==> src/rtl/rx_serial_7o1.sv <==
// 7O1 asynchronous serial receiver: 7 data bits LSB first, odd parity, one stop bit.
// Holds each character until the consumer strobes recebe_dado and flags parity, framing and overrun errors.
module rx_serial_7o1 #(
  parameter int BIT_CYCLES = 434,
  parameter int N          = 9
) (
  input  logic       clock,
  input  logic       reset,
  input  logic       entrada_serial,
  input  logic       recebe_dado,
  output logic [6:0] dados_ascii,
  output logic       pronto,
  output logic       tem_dado,
  output logic       erro_paridade,
  output logic       erro_parada,
  output logic       erro_overrun,
  output logic [3:0] db_estado,
  output logic       db_recebendo
);

  typedef enum logic [3:0] {
    INICIAL  = 4'd0,
    START    = 4'd1,
    DADOS    = 4'd2,
    PARIDADE = 4'd3,
    PARADA   = 4'd4,
    FINAL    = 4'd5
  } state_t;

  localparam logic [N-1:0] HALF_LAST = N'(BIT_CYCLES / 2 - 1);
  localparam logic [N-1:0] FULL_LAST = N'(BIT_CYCLES - 1);

  state_t state, next_state;

  logic         sync1, sync2;
  logic [N-1:0] count;
  logic [2:0]   bit_count;
  logic [6:0]   shift;
  logic         parity_bit, stop_bit;
  logic         armed;
  logic         tick_half, tick_full;

  assign tick_half = (count == HALF_LAST);
  assign tick_full = (count == FULL_LAST);

  always_ff @(posedge clock or negedge reset) begin
    if (!reset) begin
      sync1 <= 1'b1;
      sync2 <= 1'b1;
    end else begin
      sync1 <= entrada_serial;
      sync2 <= sync1;
    end
  end

  always_ff @(posedge clock or negedge reset) begin
    if (!reset) state <= INICIAL;
    else        state <= next_state;
  end

  always_comb begin
    next_state = state;
    case (state)
      INICIAL:  if (armed && !sync2) next_state = START;
      START:    if (tick_half) next_state = sync2 ? INICIAL : DADOS;
      DADOS:    if (tick_full && bit_count == 3'd6) next_state = PARIDADE;
      PARIDADE: if (tick_full) next_state = PARADA;
      PARADA:   if (tick_full) next_state = FINAL;
      FINAL:    next_state = INICIAL;
      default:  next_state = INICIAL;
    endcase
  end

  // armed only goes high after the line has been seen idle in INICIAL, so a held break cannot restart a frame
  always_ff @(posedge clock or negedge reset) begin
    if (!reset) begin
      count      <= '0;
      bit_count  <= '0;
      shift      <= '0;
      parity_bit <= 1'b0;
      stop_bit   <= 1'b0;
      armed      <= 1'b0;
    end else begin
      armed <= (state == INICIAL) && sync2;
      case (state)
        INICIAL: begin
          count     <= '0;
          bit_count <= '0;
        end
        START: count <= tick_half ? '0 : count + 1'b1;
        DADOS: begin
          if (tick_full) begin
            count     <= '0;
            shift     <= {sync2, shift[6:1]};
            bit_count <= bit_count + 3'd1;
          end else begin
            count <= count + 1'b1;
          end
        end
        PARIDADE: begin
          if (tick_full) begin
            count      <= '0;
            parity_bit <= sync2;
          end else begin
            count <= count + 1'b1;
          end
        end
        PARADA: begin
          if (tick_full) begin
            count    <= '0;
            stop_bit <= sync2;
          end else begin
            count <= count + 1'b1;
          end
        end
        default: count <= '0;
      endcase
    end
  end

  // a completing frame takes priority over a simultaneous consume strobe
  always_ff @(posedge clock or negedge reset) begin
    if (!reset) begin
      dados_ascii   <= '0;
      pronto        <= 1'b0;
      tem_dado      <= 1'b0;
      erro_paridade <= 1'b0;
      erro_parada   <= 1'b0;
      erro_overrun  <= 1'b0;
    end else begin
      pronto <= (state == FINAL);
      if (state == FINAL) begin
        dados_ascii   <= shift;
        erro_paridade <= ~^{shift, parity_bit};
        erro_parada   <= ~stop_bit;
        tem_dado      <= 1'b1;
        erro_overrun  <= recebe_dado ? 1'b0 : (erro_overrun | tem_dado);
      end else if (recebe_dado) begin
        tem_dado     <= 1'b0;
        erro_overrun <= 1'b0;
      end
    end
  end

  assign db_estado    = state;
  assign db_recebendo = (state != INICIAL);

endmodule

==> config.mk <==
export PLATFORM = sky130hd
export DESIGN_NAME = rx_serial_7o1
export DESIGN_NICKNAME = d
export VERILOG_FILES = /design/src/rtl/rx_serial_7o1.sv
export SDC_FILE = /design/constraint.sdc
export NUM_CORES = 1
export LEC_CHECK = 0
export CORE_ASPECT_RATIO = 1.2
export CORE_MARGIN = 8
export CORE_UTILIZATION = 54
export CTS_CLUSTER_DIAMETER = 30
export DETAILED_ROUTE_END_ITERATION = 12
export PLACE_DENSITY_LB_ADDON = 0.05
export SETUP_SLACK_MARGIN = 0.5
export SLEW_MARGIN = 20
export SYNTH_ARGS = -nofsm -noshare
export SYNTH_HDL_FRONTEND = slang
export SYNTH_SLANG_ARGS = --single-unit
==> constraint.sdc <==
create_clock -name clock -period 2.1 [get_ports clock]
set_input_delay 0.42 -clock clock [delete_from_list [all_inputs] [get_ports clock]]
set_output_delay 0.42 -clock clock [all_outputs]
set_load 0.01 [all_outputs]
======== Word-level counts from Yosys, hierarchy flattened ========
Index checks and enable logic that the tools add are counted.
cells by class
  mux-type cells .......................... 16
  $lt $le $gt $ge ......................... 0
  multipliers ............................. 0
  div/mod/pow operators ................... 0
  eq/ne operators ......................... 14
  reduce and logical (&&, ||, !) cells .... 15
  bitwise operators ....................... 2
  add/sub/neg operators ................... 2
  shift-type cells ........................ 0
operators with widths
  cell                                                 count
  two-way mux 4 bit                                    5
  case mux 4 bit (5 select lines)                      1
  two-way mux 9 bit                                    2
  case mux 9 bit (2 select lines)                      1
  != test 2 bit, second input constant                 6
  adder 9 x 1 -> 9 bit, second input constant          1
  equality test 9 x 8 -> 1 bit, second input constant  1
  equality test 9 bit, second input constant           1
  equality test 4 x 2 -> 1 bit, second input constant  2
  equality test 4 x 3 -> 1 bit, second input constant  2
  AND reduction 2 bit                                  4
  XNOR reduction 8 bit                                 1
  case mux 3 bit (2 select lines)                      1
  AND reduction 5 bit                                  1
  equality test 4 x 1 -> 1 bit, second input constant  1
  zero test 4 bit                                      1
  two-way mux 1 bit                                    4
  nonzero test 2 bit                                   2
  nonzero test 4 bit                                   1
  adder 3 x 1 -> 3 bit, second input constant          1
  equality test 3 bit, second input constant           1
  logical AND 1 bit                                    3
  two-way mux 3 bit                                    1
  OR reduction 3 bit                                   1
  other kinds (4)                                      4
word-level totals
  memories ................................ 0
  latch bits .............................. 0
  memory bits (writable) .................. 0
  output and inout port bits .............. 17
  ROM bits ................................ 0
  register bits after elaboration ......... 40

======== Logic depth before layout (Yosys ltp) ========
Gate-level depths: netlist of the first run.
  depth after elaboration ................. 4
  depth in mapped cells ................... 7
  depth with buffers taken out ............ 6

======== Worst setup path before layout of the first run ========
No wires, ideal clock.
  path kind ............................... flip-flop to flip-flop
  start point ............................. register count[0]
  end point ............................... register state[0], in the netlist db_estado[0]
  arrival ................................. 1.780 ns
  path buffers ............................ 1
  setup time .............................. 0.127 ns
  setup slack ............................. 0.193 ns
  stages on the path, launching flop included .. 8
  cell sequence ........................... dfrtp_1 inv_1 ha_1 or4b_1 nor3_2 o32a_2 buf_6 mux2_1
between the ends
  word-level cells in the longest chain between the ends .. 4
ends and longest elaborated chain
  what                               RTL line  text
  start: declaration                 36        logic [N-1:0] count;
  start signal: assignment           90        START: count <= tick_half ? '0 : count + 1'b1;
  start signal: assignment           97        count <= count + 1'b1;
  start signal: assignment           105       count <= count + 1'b1;
  equality test 9 bit                44        assign tick_full = (count == FULL_LAST);
  logical AND 1 bit                  66        DADOS: if (tick_full && bit_count == 3'd6) next_state = PARIDADE;
  != test 2 bit (no line)            -
  AND reduction 5 bit (no line) (*)  -
  end signal: assignment             58        else state <= next_state;
  end: declaration                   33        state_t state, next_state;
Every way passes the cells marked *; elsewhere a longest branch is shown, timed or not.
A chain may end at the register's enable or synchronous reset.

======== Final worst setup path of the first run ========
  start point ............................. register count[1]
  end point ............................... register state[0], in the netlist db_estado[0]
The elaborated chain is that of the path after synthesis.

==> metrics, run 1 <==
Worst Setup Path Type=reg2reg; Final Hold Fails=0; DIE WIDTH=68.1 µm; hold crit path type=in2async; routed vias/inst=5.20; Total Routed Length=3730 µm; Synth area leader=dfrtp_1; Top FF cell, synth=dfrtp_1; Setup TNS=0 ps; largest fanout on the critical path=3; P&R area growth vs syn=34.9%; Final min period=1810 ps; Initial Util=0.571; IO Port Bufs=19; post-synthesis register bit count=39; Max Cap Viol=0; Cells after Synth=162; worst-skew pair later-pin latency=360 ps; Req. time, crit path=2350 ps; most frequent cells in the layout=dfrtp_1, nand2_1, buf_4, dlygate4sd2_1, nor2_1; finished layout cell area=2370 µm²; first-pass GRT wire length=6200 µm; Final Skew=13.6 ps; CP Capture Type=flop; DR pass1 iterations=4; synthesized area=1760 µm²; leading cell type in the layout, fill and taps excluded=dfrtp_1; Overall Power=0.00180 W; internal power=0.00130 W; slowest stage delay, CP=460 ps; share of power burned in combinational logic=0.258; row count=22; RSZ-0062 raised after global routing=true; layout cells sized above 1=0.337; CP Buf/Inv Count=1; Synth cell types=36; startpoint types=flop; outcome=completed; FMAX=554 MHz; Cell Chain, Critical Path=inv_2 -> ha_4 -> or4b_4 -> nor3_4 -> o32a_4 -> mux2_4; IO Pins=21; hold buffer count at cts=0; post-synth net total=171; Leak Pwr=1.21 nW; DRT antenna net count=0; Async SR Flop Fraction=1.00; via count=1269; Placed Area=2020 µm²; VDD IR max=0.000737 V; largest net degree at the start of global routing=40; Root Buffer=clkbuf_4; Final WS setup=293 ps; slowest stage cell, crit path=or4b_4; Pwr Density=759 nW/µm²; Final #Nets=216; syn avg cell area=10.9 µm²; post-place setup slack=271 ps; Clk pin slew, worst setup/hold paths=120 ps; GRT Resource Usage Total=0.151; # setup viols final=0; antenna violations before repair=0; vias in the first global route=1377; P_sw=0.000499 W; Seq/Total Area, Yosys=0.556; TritonCTS clock tree=yes; core box area=3080 µm²; total congestion overflow=0; Finished Layout Cells=244; n_diodes=0; family with the most delay on the worst path=simple AND/OR/NAND/NOR gates; period utilization=0.860; CTS Sinks=39; H-tree depth=2; die area=5350 µm²; top post-synthesis cells by area=dfrtp_1, mux2_2, nand2_1; Starting DRT DRC Count=71; drc violations=0; Placed Cells=217; RePlAce Congestion=0.829; TritonCTS buffer count=5; Seq pwr share=0.449; area share of the leading cell type in the synthesized netlist=0.526; clock power share=0.293; WP data arrival=2060 ps; Syn. warnings=0; Post-synth EDFFs=0; hpwl dp=2200 µm; clk buf depth=2; Net Sw Frac=0.277; Pins Over Slew Limit=0; Die Ht=78.5 µm; WL per Instance=15.3 µm
Yosys cell counts (all sizes together) (2+ instances only):
| master | number |
|---|---|
| and2 | 2 |
| and3 | 2 |
| buf | 3 |
| clkbuf | 2 |
| dfrtp | 37 |
| dfstp | 2 |
| ha | 5 |
| inv | 6 |
| mux2 | 10 |
| nand2 | 26 |
| nand2b | 3 |
| nand3 | 8 |
| nor2 | 14 |
| nor2b | 3 |
| nor3 | 3 |
| nor3b | 2 |
| o21ai | 6 |
| xnor2 | 10 |
| xor2 | 5 |
area by class of cell:
cell class                      instances  area [µm²]
Fill cell                             225         709
Clock inverter                          2        35.0
Timing Repair Buffer                   43         367
Tap cell                               36        45.0
Sequential cell                        39         982
Clock buffer                            6        51.3
Multi-Input combinational cell        111         867
Inverter                                7        26.3
cells by family after synthesis:
logic type	Yosys count	synth area share
AO/OA/AOI/OAI	10	0.0356
other	1	0.00213
flip-flops	39	0.556
multiplexers	11	0.0697
XOR/XNOR	15	0.0747
adder cells (fa/ha/maj)	5	0.0356
AND/OR/NAND/NOR	69	0.193
buffers and inverters	12	0.0327
final timing paths:
check,slack [ps],endpoint,depth (start not counted),startpoint
max,290,db_estado[0],6,count[1]
min reg2reg,350,sync2,0,sync1
min in group clock,350,sync2,0,sync1
min,7,dados_ascii[1],2,reset
max in group asynchronous,1820,sync1,2,reset
max reg2reg,290,db_estado[0],6,count[1]
layer usage:
metal / up-vias / share of wire / GRT usage
met3: 9 / 0.050 / 0.0554
met2: 23 / 0.50 / 0.239
met1: 617 / 0.42 / 0.169
met5: - / 0 / 0
met4: 0 / 0.022 / 0.0883
li1: 620 / - / -
repair_timing:
action	CTS	global route
setup endpoints to repair	36	24
gates resized for setup	39	28
pin swaps	3	5
cloned	1	1
setup buffers	12	5
per-stage QoR:
stage / utilization / hold WS (ps)
4_1_cts: 0.730 / 7.47
3_3_place_gp: 0.654 / 346
2_1_floorplan: - / 124
6_report: 0.770 / 6.51
5_1_grt: 0.770 / 20.4
3_5_place_dp: 0.654 / 347
flip-flops by register name, indices dropped and copies added (netlist names):
name / flops
erro_parada: 1
pronto: 1
erro_paridade: 1
armed: 1
count: 9
sync2: 1
stop_bit: 1
shift: 7
erro_overrun: 1
db_estado: 3
dados_ascii: 7
sync1: 1
tem_dado: 1
parity_bit: 1
bit_count: 3
power groups by stage:
| stage | logic (W) | clock network [W] | registers, W |
|---|---|---|---|
| after floorplan | 0.000171 | 0 | 0.000825 |
| final | 0.000465 | 0.000527 | 0.000810 |
| after global routing | 0.000506 | 0.000566 | 0.000813 |
| after CTS | 0.000371 | 0.000541 | 0.000806 |
| after global placement | 0.000264 | 0 | 0.000834 |
| after detailed placement | 0.000271 | 0 | 0.000838 |
No activity file was read; power rests on OpenSTA's default activity.
==> run 2, diff against run 1 <==
--- a/config.mk
+++ b/config.mk
@@ -10,7 +10,7 @@
 export CORE_UTILIZATION = 54
 export CTS_CLUSTER_DIAMETER = 30
 export DETAILED_ROUTE_END_ITERATION = 12
-export PLACE_DENSITY_LB_ADDON = 0.05
+export PLACE_DENSITY = 0.87
 export SETUP_SLACK_MARGIN = 0.5
 export SLEW_MARGIN = 20
 export SYNTH_ARGS = -nofsm -noshare
==> metrics, run 2 (same netlist as run 1, synthesis figures left out) <==
slowest stage delay, CP=390 ps; Biggest register=count; Pwr Density=716 nW/µm²; worst-skew pair later-pin latency=340 ps; Cell Chain, Critical Path=buf_4 -> buf_6 -> ha_2 -> and4b_2 -> and2_4 -> o32a_2 -> mux2_4; antenna violations before repair=0; via count=1305; IO Pins=21; Die Ht=78.5 µm; Slew Limit Headroom=0.437; hold crit path type=in2async; Final #Nets=214; R2R cell count=7; first-pass GRT wire length=6050 µm; IO Port Bufs=19; Total Routed Length=3890 µm; TritonCTS buffer count=5; total congestion overflow=0; TritonCTS clock tree=yes; core box area=3080 µm²; FMAX=541 MHz; n_diodes=0; Setup TNS=0 ps; Largest regs=count (9), dados_ascii (7), shift (7); row count=22; H-tree depth=2; Initial Util=0.571; Final min period=1850 ps; RePlAce Congestion=0.840; outcome=completed; fin util=0.741; Slew @ Worst Pin=844 ps; DRT antenna net count=0; RSZ-0062 raised after global routing=true; layout cells sized above 1=0.306; P&R area growth vs syn=29.9%; routed vias/inst=5.39; Clk pin slew, worst setup/hold paths=120 ps; hpwl dp=2270 µm; # setup viols final=0; Pins Over Slew Limit=0; drc violations=0; Req. time, crit path=2340 ps; leading cell type in the layout, fill and taps excluded=dfrtp_1; reg-to-reg slack, setup=250 ps; slowest stage cell, crit path=dfrtp_1; startpoint types=flop; period utilization=0.879; DIE WIDTH=68.1 µm; die area=5350 µm²; VDD IR max=0.000602 V; WL per Instance=16.1 µm; CTS Sinks=39; GRT Resource Usage Total=0.147; CP Capture Type=flop; clk buf depth=2; largest fanout on the critical path=3; largest net degree at the start of global routing=40; DR pass1 iterations=4; most frequent cells in the layout=dfrtp_1, nand2_1, buf_4, dlygate4sd2_1, nor2_1; Starting DRT DRC Count=58; r2r endpoint=db_estado[0]; Root Buffer=clkbuf_4; Worst Setup Path Type=reg2reg; Final Hold Fails=0; hold buffer count at cts=0; RR Startpoint=count[0]; Leak Pwr=1.18 nW; max reg flops=9; Fillers=198; vias in the first global route=1314; Final Skew=15.4 ps; WP data arrival=2090 ps; Max Cap Viol=0
run 2: cell types whose count changed in the layout (fill, tap and decap cells not counted), sizes merged:
| cell | previous run | this run |
|---|---|---|
| buf | 27 | 25 |
| bufinv | 1 | 0 |
| clkbuf | 7 | 8 |
run 2: final cells by class:
| type | instances | area (µm²) | area share |
|---|---|---|---|
| multi-input cells | 111 | 821 | 0.359 |
| well taps | 36 | 45.0 | 0.0197 |
| repair buffers | 41 | 362 | 0.158 |
| clock buffers | 7 | 45.0 | 0.0197 |
| clock inverters | 1 | 5.00 | 0.00219 |
| flip-flops and latches | 39 | 981 | 0.429 |
| inverters | 7 | 26.3 | 0.0115 |
run 2: timing repair:
action	4_1_cts	5_1_grt
endpoints found under the setup margin	36	25
pin swaps	2	4
gates cloned	0	0
setup buffers	13	5
gates resized for setup	45	17
run 2: per-stage QoR:
| stage | hold WS (ps) | power (W) | area [µm²] | setup WS, ps | std cells |
|---|---|---|---|---|---|
| after floorplan | 124 | 0.000996 | 1770 | 269 | 162 |
| after global placement | 346 | 0.00109 | 2000 | 344 | 216 |
| after detailed placement | 354 | 0.00110 | 2000 | 281 | 216 |
| after CTS | 175 | 0.00156 | 2210 | 290 | 237 |
| after global routing | 233 | 0.00172 | 2280 | 214 | 242 |
| final | 165 | 0.00164 | 2280 | 253 | 242 |
run 2: worst max-delay path by stage:
| stage | start | to | slack [ps] | cells past startpoint |
|---|---|---|---|---|
| 6_report | count[0] | db_estado[0] | 250 | 7 |
| 3_3_place_gp | count[0] | db_estado[0] | 340 | 6 |
| 4_1_cts | db_estado[0] | db_recebendo | 290 | 4 |
| 3_5_place_dp | count[0] | db_estado[0] | 280 | 6 |
| 2_1_floorplan | count[0] | db_estado[0] | 270 | 7 |
| 5_1_grt | count[1] | db_estado[0] | 210 | 6 |
run 2: per-layer routing:
layer	GRT usage	wire length (µm)	up-vias
met5	0	0	-
met4	0.0780	93	0
met3	0.0455	197	11
met2	0.248	2040	29
met1	0.157	1550	648
li1	-	-	617
run 2: power by group:
part / total [W] / switching, W / leakage, nW / internal (W)
sequential: 0.000804 / 0.0000193 / 0.531 / 0.000784
combinational: 0.000460 / 0.000203 / 0.625 / 0.000257
clock: 0.000372 / 0.000242 / 0.0293 / 0.000131
total: 0.00164 / 0.000464 / 1.18 / 0.00117
run 2: critical path: cells and delay by family, from the launching register on:
kind	cells	cell delay [ps]
buf+inv	2	250
fa+ha+maj	1	170
mux	1	300
flops	1	390
simple gates	2	440
compound gates	1	200
==> run 3, diff against run 2 <==
--- a/config.mk
+++ b/config.mk
@@ -10,6 +10,7 @@
 export CORE_UTILIZATION = 54
 export CTS_CLUSTER_DIAMETER = 30
 export DETAILED_ROUTE_END_ITERATION = 12
+export MAX_ROUTING_LAYER = met4
 export PLACE_DENSITY = 0.87
 export SETUP_SLACK_MARGIN = 0.5
 export SLEW_MARGIN = 20
==> metrics, run 3 (same netlist as run 1, synthesis figures left out) <==
outcome=completed; Final min period=1840 ps; r2r endpoint=db_estado[0]; GRT Resource Usage Total=0.151; Slew @ Worst Pin=845 ps; worst-skew pair later-pin latency=350 ps; RR Startpoint=count[0]; max reg flops=9; family with the most delay on the worst path=simple AND/OR/NAND/NOR gates; DRT antenna net count=0; Max Cap Viol=0; Largest regs=count (9), dados_ascii (7), shift (7); clk buf depth=2; reg-to-reg slack, setup=260 ps; Slew Limit Headroom=0.437; Final Hold Fails=0; RePlAce Congestion=0.853; Fillers=198; Pwr Density=717 nW/µm²; Setup TNS=0 ps; Biggest register=count; Total Routed Length=3890 µm; row count=22; leading cell type in the layout, fill and taps excluded=dfrtp_1; Initial Util=0.571; via count=1311; P&R area growth vs syn=29.9%; # setup viols final=0; met1 track demand over resource=0.157; WL per Instance=16.1 µm; TritonCTS clock tree=yes; most frequent cells in the layout=dfrtp_1, nand2_1, buf_4, dlygate4sd2_1, nor2_1; TritonCTS buffer count=5; H-tree depth=2; Worst Setup Path Type=reg2reg; VDD IR max=0.000602 V; Cell Chain, Critical Path=buf_4 -> buf_6 -> ha_2 -> and4b_2 -> and2_4 -> o32a_2 -> mux2_4; Starting DRT DRC Count=71; DIE WIDTH=68.1 µm; CP Capture Type=flop; IO Port Bufs=19; FMAX=543 MHz; first-pass GRT wire length=6040 µm; RSZ-0062 raised after global routing=true; drc violations=0; WP data arrival=2090 ps; n_diodes=0; die area=5350 µm²; Clk pin slew, worst setup/hold paths=120 ps; R2R cell count=7; total congestion overflow=0; IO Pins=21; layout cells sized above 1=0.306; slowest stage cell, crit path=dfrtp_1; area of the multi-input gates=821 µm²; slowest stage delay, CP=390 ps; hpwl dp=2270 µm; Finished Layout Cells=242; Pins Over Slew Limit=0; CP Buf/Inv Count=2; Root Buffer=clkbuf_4; vias in the first global route=1316; hold buffer count at cts=0; CTS Sinks=39; Die Ht=78.5 µm; M2 GR Usage=0.248; antenna violations before repair=0; Req. time, crit path=2350 ps; register area=981 µm²; largest net degree at the start of global routing=40; largest fanout on the critical path=3; core box area=3080 µm²; Placed Cells=216; met3 Resource Use GR=0.0455; DR pass1 iterations=4; Final #Nets=214; busiest grt layer=met2; period utilization=0.878; routed vias/inst=5.42; Leak Pwr=1.18 nW; startpoint types=flop; Final Skew=19.4 ps; hold crit path type=in2async
==> run 3: cell type report <==
type,instances,area share
tap,36,0.0197
clock buffer,7,0.0197
timing repair buffer,41,0.158
clock inverter,1,0.00219
sequential,39,0.429
inverter,7,0.0115
multi-input combinational,111,0.359
==> run 3: how the worst max path moves through the flow <==
stage | slack (ps) | depth (start not counted) | end | start
after floorplan | 270 | 7 | db_estado[0] | count[0]
after CTS | 290 | 4 | db_recebendo | db_estado[0]
final | 260 | 7 | db_estado[0] | count[0]
after global placement | 340 | 6 | db_estado[0] | count[0]
after global routing | 210 | 6 | db_estado[0] | count[1]
after detailed placement | 280 | 6 | db_estado[0] | count[0]
==> run 3: what timing repair did <==
action                     CTS  global route
setup endpoints to repair   36            25
hold endpoints to repair     0             0
buffers inserted            13             5
gates resized for setup     45            17
pin swaps                    2             4
==> run 3: per-stage QoR <==
step	area, µm²	hold slack, ps	util	setup slack, ps	total power [W]
final	2280	161	0.741	257	0.00164
after global routing	2280	232	0.741	214	0.00172
after CTS	2210	175	0.716	290	0.00156
after detailed placement	2000	354	0.648	281	0.00110
after global placement	2000	346	0.648	344	0.00109
after floorplan	1770	124	-	269	0.000996
==> run 3: routing by layer <==
layer / routed length (µm) / share of wire / up-vias
met5: 0 / 0 / -
met4: 94 / 0.024 / 0
met3: 220 / 0.057 / 11
met2: 2050 / 0.53 / 31
met1: 1530 / 0.39 / 656
li1: - / - / 613
==> run 3: power breakdown <==
part | switching [W] | internal (W)
combinational | 0.000203 | 0.000257
clock | 0.000243 | 0.000131
sequential | 0.0000190 | 0.000784
total | 0.000465 | 0.00117
